<file path="src/rtl/demux_reg.sv">
// Registered 1-to-NUM_OUTPUTS demultiplexer with a single holding entry,
// per-output valid/ready handshakes and sticky accounting of out-of-range selects.
module demux_reg #(
    parameter int  NUM_OUTPUTS = 6,
    parameter int  DATA_WIDTH  = 8,
    localparam int SELECT_BITS = $clog2(NUM_OUTPUTS)
) (
    input  logic                   i_clk,
    input  logic                   i_rst,
    input  logic                   i_valid,
    output logic                   o_ready,
    input  logic [DATA_WIDTH-1:0]  i_data,
    input  logic [SELECT_BITS-1:0] i_select,
    output logic [NUM_OUTPUTS-1:0] o_valid,
    output logic [DATA_WIDTH-1:0]  o_data_bus [NUM_OUTPUTS],
    input  logic [NUM_OUTPUTS-1:0] i_ready,
    output logic                   o_err,
    output logic [7:0]             o_err_count
);

    localparam logic [SELECT_BITS:0] NUM_OUT_W = NUM_OUTPUTS[SELECT_BITS:0];

    function automatic logic [7:0] sat_inc8(input logic [7:0] v);
        if (v == 8'hFF) begin
            return 8'hFF;
        end else begin
            return v + 8'd1;
        end
    endfunction

    function automatic logic sel_in_range(input logic [SELECT_BITS-1:0] s);
        return ({1'b0, s} < NUM_OUT_W);
    endfunction

    function automatic logic [NUM_OUTPUTS-1:0] sel_onehot(input logic v,
                                                          input logic [SELECT_BITS-1:0] s);
        logic [NUM_OUTPUTS-1:0] r;
        for (int k = 0; k < NUM_OUTPUTS; k++) begin
            if (v && (SELECT_BITS'(k) == s)) begin
                r[k] = 1'b1;
            end else begin
                r[k] = 1'b0;
            end
        end
        return r;
    endfunction

    logic                   hold_valid_q, hold_valid_d;
    logic [DATA_WIDTH-1:0]  hold_data_q,  hold_data_d;
    logic [SELECT_BITS-1:0] hold_sel_q,   hold_sel_d;
    logic                   err_q,        err_d;
    logic [7:0]             err_count_q,  err_count_d;
    logic [NUM_OUTPUTS-1:0] valid_out_q,  valid_out_d;
    logic [DATA_WIDTH-1:0]  data_out_q [NUM_OUTPUTS];
    logic [DATA_WIDTH-1:0]  data_out_d [NUM_OUTPUTS];

    logic ready_s;
    logic accept_s;
    logic legal_s;
    logic drain_s;

    // Handshake qualifiers; the held select is always in range, so indexing i_ready is safe.
    always_comb begin
        drain_s  = hold_valid_q && i_ready[hold_sel_q];
        ready_s  = !hold_valid_q || i_ready[hold_sel_q];
        legal_s  = sel_in_range(i_select);
        accept_s = i_valid && ready_s;
    end

    // Next-state for the holding entry, error accounting and the decoded output image.
    always_comb begin
        hold_valid_d = hold_valid_q;
        hold_data_d  = hold_data_q;
        hold_sel_d   = hold_sel_q;
        err_d        = err_q;
        err_count_d  = err_count_q;

        // An accept while FULL implies a drain, so a dropped word leaves the block EMPTY.
        if (accept_s && legal_s) begin
            hold_valid_d = 1'b1;
            hold_data_d  = i_data;
            hold_sel_d   = i_select;
        end else if (drain_s || accept_s) begin
            hold_valid_d = 1'b0;
            hold_data_d  = '0;
            hold_sel_d   = '0;
        end else begin
            hold_valid_d = hold_valid_q;
        end

        if (accept_s && !legal_s) begin
            err_d       = 1'b1;
            err_count_d = sat_inc8(err_count_q);
        end else begin
            err_d       = err_q;
        end

        valid_out_d = sel_onehot(hold_valid_d, hold_sel_d);
        for (int k = 0; k < NUM_OUTPUTS; k++) begin
            if (valid_out_d[k]) begin
                data_out_d[k] = hold_data_d;
            end else begin
                data_out_d[k] = '0;
            end
        end
    end

    // State and output registers; reset discards any held word immediately.
    always_ff @(posedge i_clk or posedge i_rst) begin
        if (i_rst) begin
            hold_valid_q <= 1'b0;
            hold_data_q  <= '0;
            hold_sel_q   <= '0;
            err_q        <= 1'b0;
            err_count_q  <= 8'd0;
            valid_out_q  <= '0;
            for (int k = 0; k < NUM_OUTPUTS; k++) begin
                data_out_q[k] <= '0;
            end
        end else begin
            hold_valid_q <= hold_valid_d;
            hold_data_q  <= hold_data_d;
            hold_sel_q   <= hold_sel_d;
            err_q        <= err_d;
            err_count_q  <= err_count_d;
            valid_out_q  <= valid_out_d;
            for (int k = 0; k < NUM_OUTPUTS; k++) begin
                data_out_q[k] <= data_out_d[k];
            end
        end
    end

    assign o_ready     = ready_s;
    assign o_valid     = valid_out_q;
    assign o_data_bus  = data_out_q;
    assign o_err       = err_q;
    assign o_err_count = err_count_q;

endmodule

</file>
<file path="config.mk">
export PLATFORM = sky130hd
export DESIGN_NAME = demux_reg
export DESIGN_NICKNAME = d
export VERILOG_FILES = /design/src/rtl/demux_reg.sv
export SDC_FILE = /design/constraint.sdc
export NUM_CORES = 1
export LEC_CHECK = 0
export BUFFER_PORTS_ARGS = -buffer_cell sky130_fd_sc_hd__clkbuf_2
export CAP_MARGIN = 10
export CORE_UTILIZATION = 40
export CTS_BUF_LIST = sky130_fd_sc_hd__clkbuf_4 sky130_fd_sc_hd__clkbuf_8 sky130_fd_sc_hd__clkbuf_16
export DETAILED_ROUTE_END_ITERATION = 8
export PLACE_DENSITY = 0.72
export SETUP_SLACK_MARGIN = 0.15
export SYNTH_ARGS = -nofsm -noshare
export SYNTH_HDL_FRONTEND = slang
export SYNTH_SLANG_ARGS = --single-unit
</file>
<file path="constraint.sdc">
create_clock -name i_clk -period 2.2 [get_ports i_clk]
set_clock_uncertainty 0.05 [all_clocks]
set_input_delay 0 -clock i_clk [delete_from_list [all_inputs] [get_ports i_clk]]
set_output_delay 0 -clock i_clk [all_outputs]
set_load 0.02 [all_outputs]
</file>
# Word-level counts from Yosys, hierarchy flattened
# Index checks and enable logic that the tools add are counted.
# word_totals
register_bits	75
latchBits	0
ramBits	0
romBits	0
input_bits	20
output_inout_bits	64
wordCells	57
n_memories	0
# classes
addsub	1
n_mul	0
div_mod_pow	0
n_lt_le_gt_ge	2
n_eq_ne	6
n_shift	0
n_mux	21
bitwise	0
reduce_logical	15
# ops
cell	count
$mux W8	9
$logic_and A1 B1 Y1	10
$mux W1	9
$add A8 B1 Y8 const B	1
$eq A8 B8 Y1 const B	1
$eq A2 B3 Y1 const A	2
$eq A3 B3 Y1 const A	2
$mux W3	2
$lt A3 B4 Y1 const B	1
$bmux W1 S3	1
$eq A1 B3 Y1 const A	1
$logic_not A3 Y1	1
$lt A3 B3 Y1 const B	1
$logic_not A1 Y1	2
$logic_or A1 B1 Y1	2

# Depth between registers and ports, before layout
# logic_depth
ltp_word	11
depth_mapped	9
mapped_depth_nobuf	6

# Worst setup path after synthesis
# OpenSTA, ideal clock, no wires.
# synth_timing
kind	reg2reg
from	register hold_sel_q[2]
to	register data_out_q, in the netlist o_data_bus[38]
setup_ns	0.137
arrival_time_ns	1.764
t_required_ns	2.013
setup_slack_ns	0.249
path_stages_with_launch	8
n_path_buf	2
period_less_slack_ns	1.951
cell_sequence	dfrtp_1 -> buf_6 -> mux2_4 -> a2bb2oi_4 -> a21boi_1 -> o2bb2ai_2 -> buf_4 -> nor3_1
# synth_lines
item	line	source
start, declared	50	logic [SELECT_BITS-1:0] hold_sel_q, hold_sel_d;
start signal, assigned	123	hold_sel_q <= hold_sel_d;
end signal, assigned by index	128	data_out_q[k] <= data_out_d[k];
end, declared	54	logic [DATA_WIDTH-1:0] data_out_q [NUM_OUTPUTS];

==> results.toml <==
[sta]
slew_violations = 0
setup_violations = 0
slew_headroom = 0.6089
worst_slew_pin_slew_ns = 0.5858
fin_crit_ns = 2.017
fin_setup_tns_ns = 0
fmax_ghz = 0.4957
rsz0062_at_grt = "yes"
worst_hold_slack_ns = 0.008292
period_share = 0.9170
hold_viol = 0

[floorplan]
die-area_mm2 = 0.007730
core.rowCount = 30
die_w_um = 87.92
core_area_mm2 = 0.006944
die_h_um = 87.92
initial_utilization = 0.4252
num_io_pins = 84

[worst_setup_path]
crit_start = "hold_sel_q[2]"
cp.required_ns = 2.37
start_kind = "flip-flop"
crit_fanout = 8
r2r-start = "hold_sel_q[2]"
cp-end-kind = "flip-flop"
critPathKind = "reg -> reg"
cp.arrival_ns = 2.19

[global_route]
grt_start_max_net_pins = 50
grt_pass1_wl_um = 11020
grt_util_all_layers = 0.1906
overflow = 0
antenna_found_initial = 0
grt_pass1_vias = 2223

[synth]
yosysMostFrequentCell = "dfrtp_1"
synth-seq-area-share = 0.6356
synth_area_leaders = "dfrtp_1 64%, nor3_1 4.4%, nor2_1 3.4%"
yosys-top-cells-count = "75 x dfrtp_1, 27 x nor2_1, 26 x nor3_1"
synth_ff_type = "dfrtp_1"
yosysWarnings = 0
synth_area_leader_cell = "dfrtp_1"
synthCells = 237
postSynthAreaPerCell_um2 = 12.46
synthDistinctLibCells = 49
ys_ff_latch = 75
async_flop_share = 1.000
netlist_area_mm2 = 0.002953
synth_edf_count = 0
syn_nets = 258
synth_top_area_frac = 0.6356

[run_status]
outcome = "finished clean"

[finish]
area_growth_pct = 38.60
n_antenna_cell = 0
instances_no_fill = 456
nets = 376
drive_above_1_share = 0.4806

[clock_tree]
root_buffer = "clkbuf_8"
h-tree-depth = 3
cts_tree = "yes"
clockBufferDepth = 2
cts_num_sinks = 75
insertion_delay_ns = 0.35
clk_pin_slew_ns = 0.08
cts_buffers = 9

[detailed_routing]
routedWlPerCell_um = 15.35
routed.top_layer = "met4"
dr_wl_met2_um = 3535
wl_met1_um = 3048
vias = 2237
drtIter0Drc = 124
vias_per_cell = 4.906
wl_um = 6999
wl_met3_um = 271
ant_nets = 0
drt-pass1-iter-count = 4
drcViolationCount = 0

[flow_run]
cap_violations = 0

[hold_path]
hold_path.class = "in -> reg"
worstHoldStart = "i_data[7]"

[pwr]
leakage_nw = 2.048
vdd_drop_max_v = 0.0005993
p_per_area_mw_per_mm2 = 1327

[placement]
post-place-cells = 420
gp_congestion = 0.8127
place_hpwl_um = 4673
port_buffers = 83
## through the flow
| stage | util | worst slack (ns) | instance area [um2] | total power, mW |
|---|---|---|---|---|
| after detailed placement | 0.5105 | -0.0007310 | 3545 | 3.917 |
| final | 0.5894 | 0.1826 | 4093 | 5.432 |
| after global placement | 0.5105 | 0.1211 | 3545 | 3.864 |
| after CTS | 0.5595 | 0.1521 | 3885 | 5.119 |
| after global routing | 0.5894 | 0.1133 | 4093 | 5.754 |
| after floorplan | - | 0.2400 | 2953 | 3.267 |
## report_power, final
part           switching [mW]  total, mW  internal (mW)
clock                   0.537       1.11          0.569
combinational            1.49       2.46          0.972
sequential              0.207       1.86           1.66
## flip-flops by register name, indices dropped and copies added, names as in the netlist
register,flops
o_valid,6
o_err_count,8
o_data_bus,48
hold_valid_q,1
hold_data_q,8
hold_sel_q,3
o_err,1
## kinds of logic (layout without fill, tap and decap cells)
family | Yosys count | count (layout) | share of synthesized area
fa+ha+maj | 1 | 1 | 0.004237
compound gates | 37 | 37 | 0.1212
buf+inv | 23 | 146 | 0.04110
flops | 75 | 75 | 0.6356
mux | 5 | 5 | 0.02034
simple gates | 96 | 96 | 0.1775
## final timing paths
path	endpoint	slack, ns	depth (start not counted)
min reg2reg	o_err	0.43	1
max reg2reg	o_data_bus[28]	0.18	7
min	hold_data_q[7]	0.008	4
max	o_data_bus[28]	0.18	7
min in group asynchronous	o_data_bus[15]	0.20	3
max in group asynchronous	hold_data_q[4]	1.24	4
## critical path, stage by stage, from the launching register on
cell	delay, ns
dfrtp_2	0.49
mux2_4	0.36
a2bb2oi_4	0.31
a21oi_4	0.10
buf_12	0.16
a22oi_2	0.22
buf_4	0.16
nor3_1	0.05
## layout make-up
class | instances | area [um2]
multi-input cells | 139 | 1084
repair buffers | 116 | 743.2
well taps | 96 | 120.1
clock buffers | 10 | 137.6
clock inverters | 6 | 72.57
inverters | 14 | 55.05
fillers | 568 | 2851
flip-flops and latches | 75 | 1881
## timing repair
action / 4_1_cts / 5_1_grt
hold buffers: 7 / 1
setup buffers: 3 / 9
gates resized for setup: 8 / 25
pin swaps: 4 / 11
setup endpoints to repair: 55 / 53
hold endpoints to repair: 35 / 1
## per-layer routing
| layer | track usage | up-vias |
|---|---|---|
| met4 | 0.08644 | 0 |
| li1 | - | 1063 |
| met2 | 0.2988 | 65 |
| met1 | 0.2586 | 1096 |
| met5 | 0 | - |
| met3 | 0.03487 | 13 |
## cell usage in the layout (no fill, tap or decap), types with 6 or more instances in the layout
master and n:
a21oi_1 6, a22oi_2 8, buf_4 16, buf_6 6
clkbuf_2 83, clkbuf_8 10, dfrtp_1 72, dlygate4sd3_1 8
inv_1 12, nand2_1 9, nand3_1 6, nor2_1 25
nor3_1 23, nor3_2 11
No activity file was read; power rests on OpenSTA's default activity.
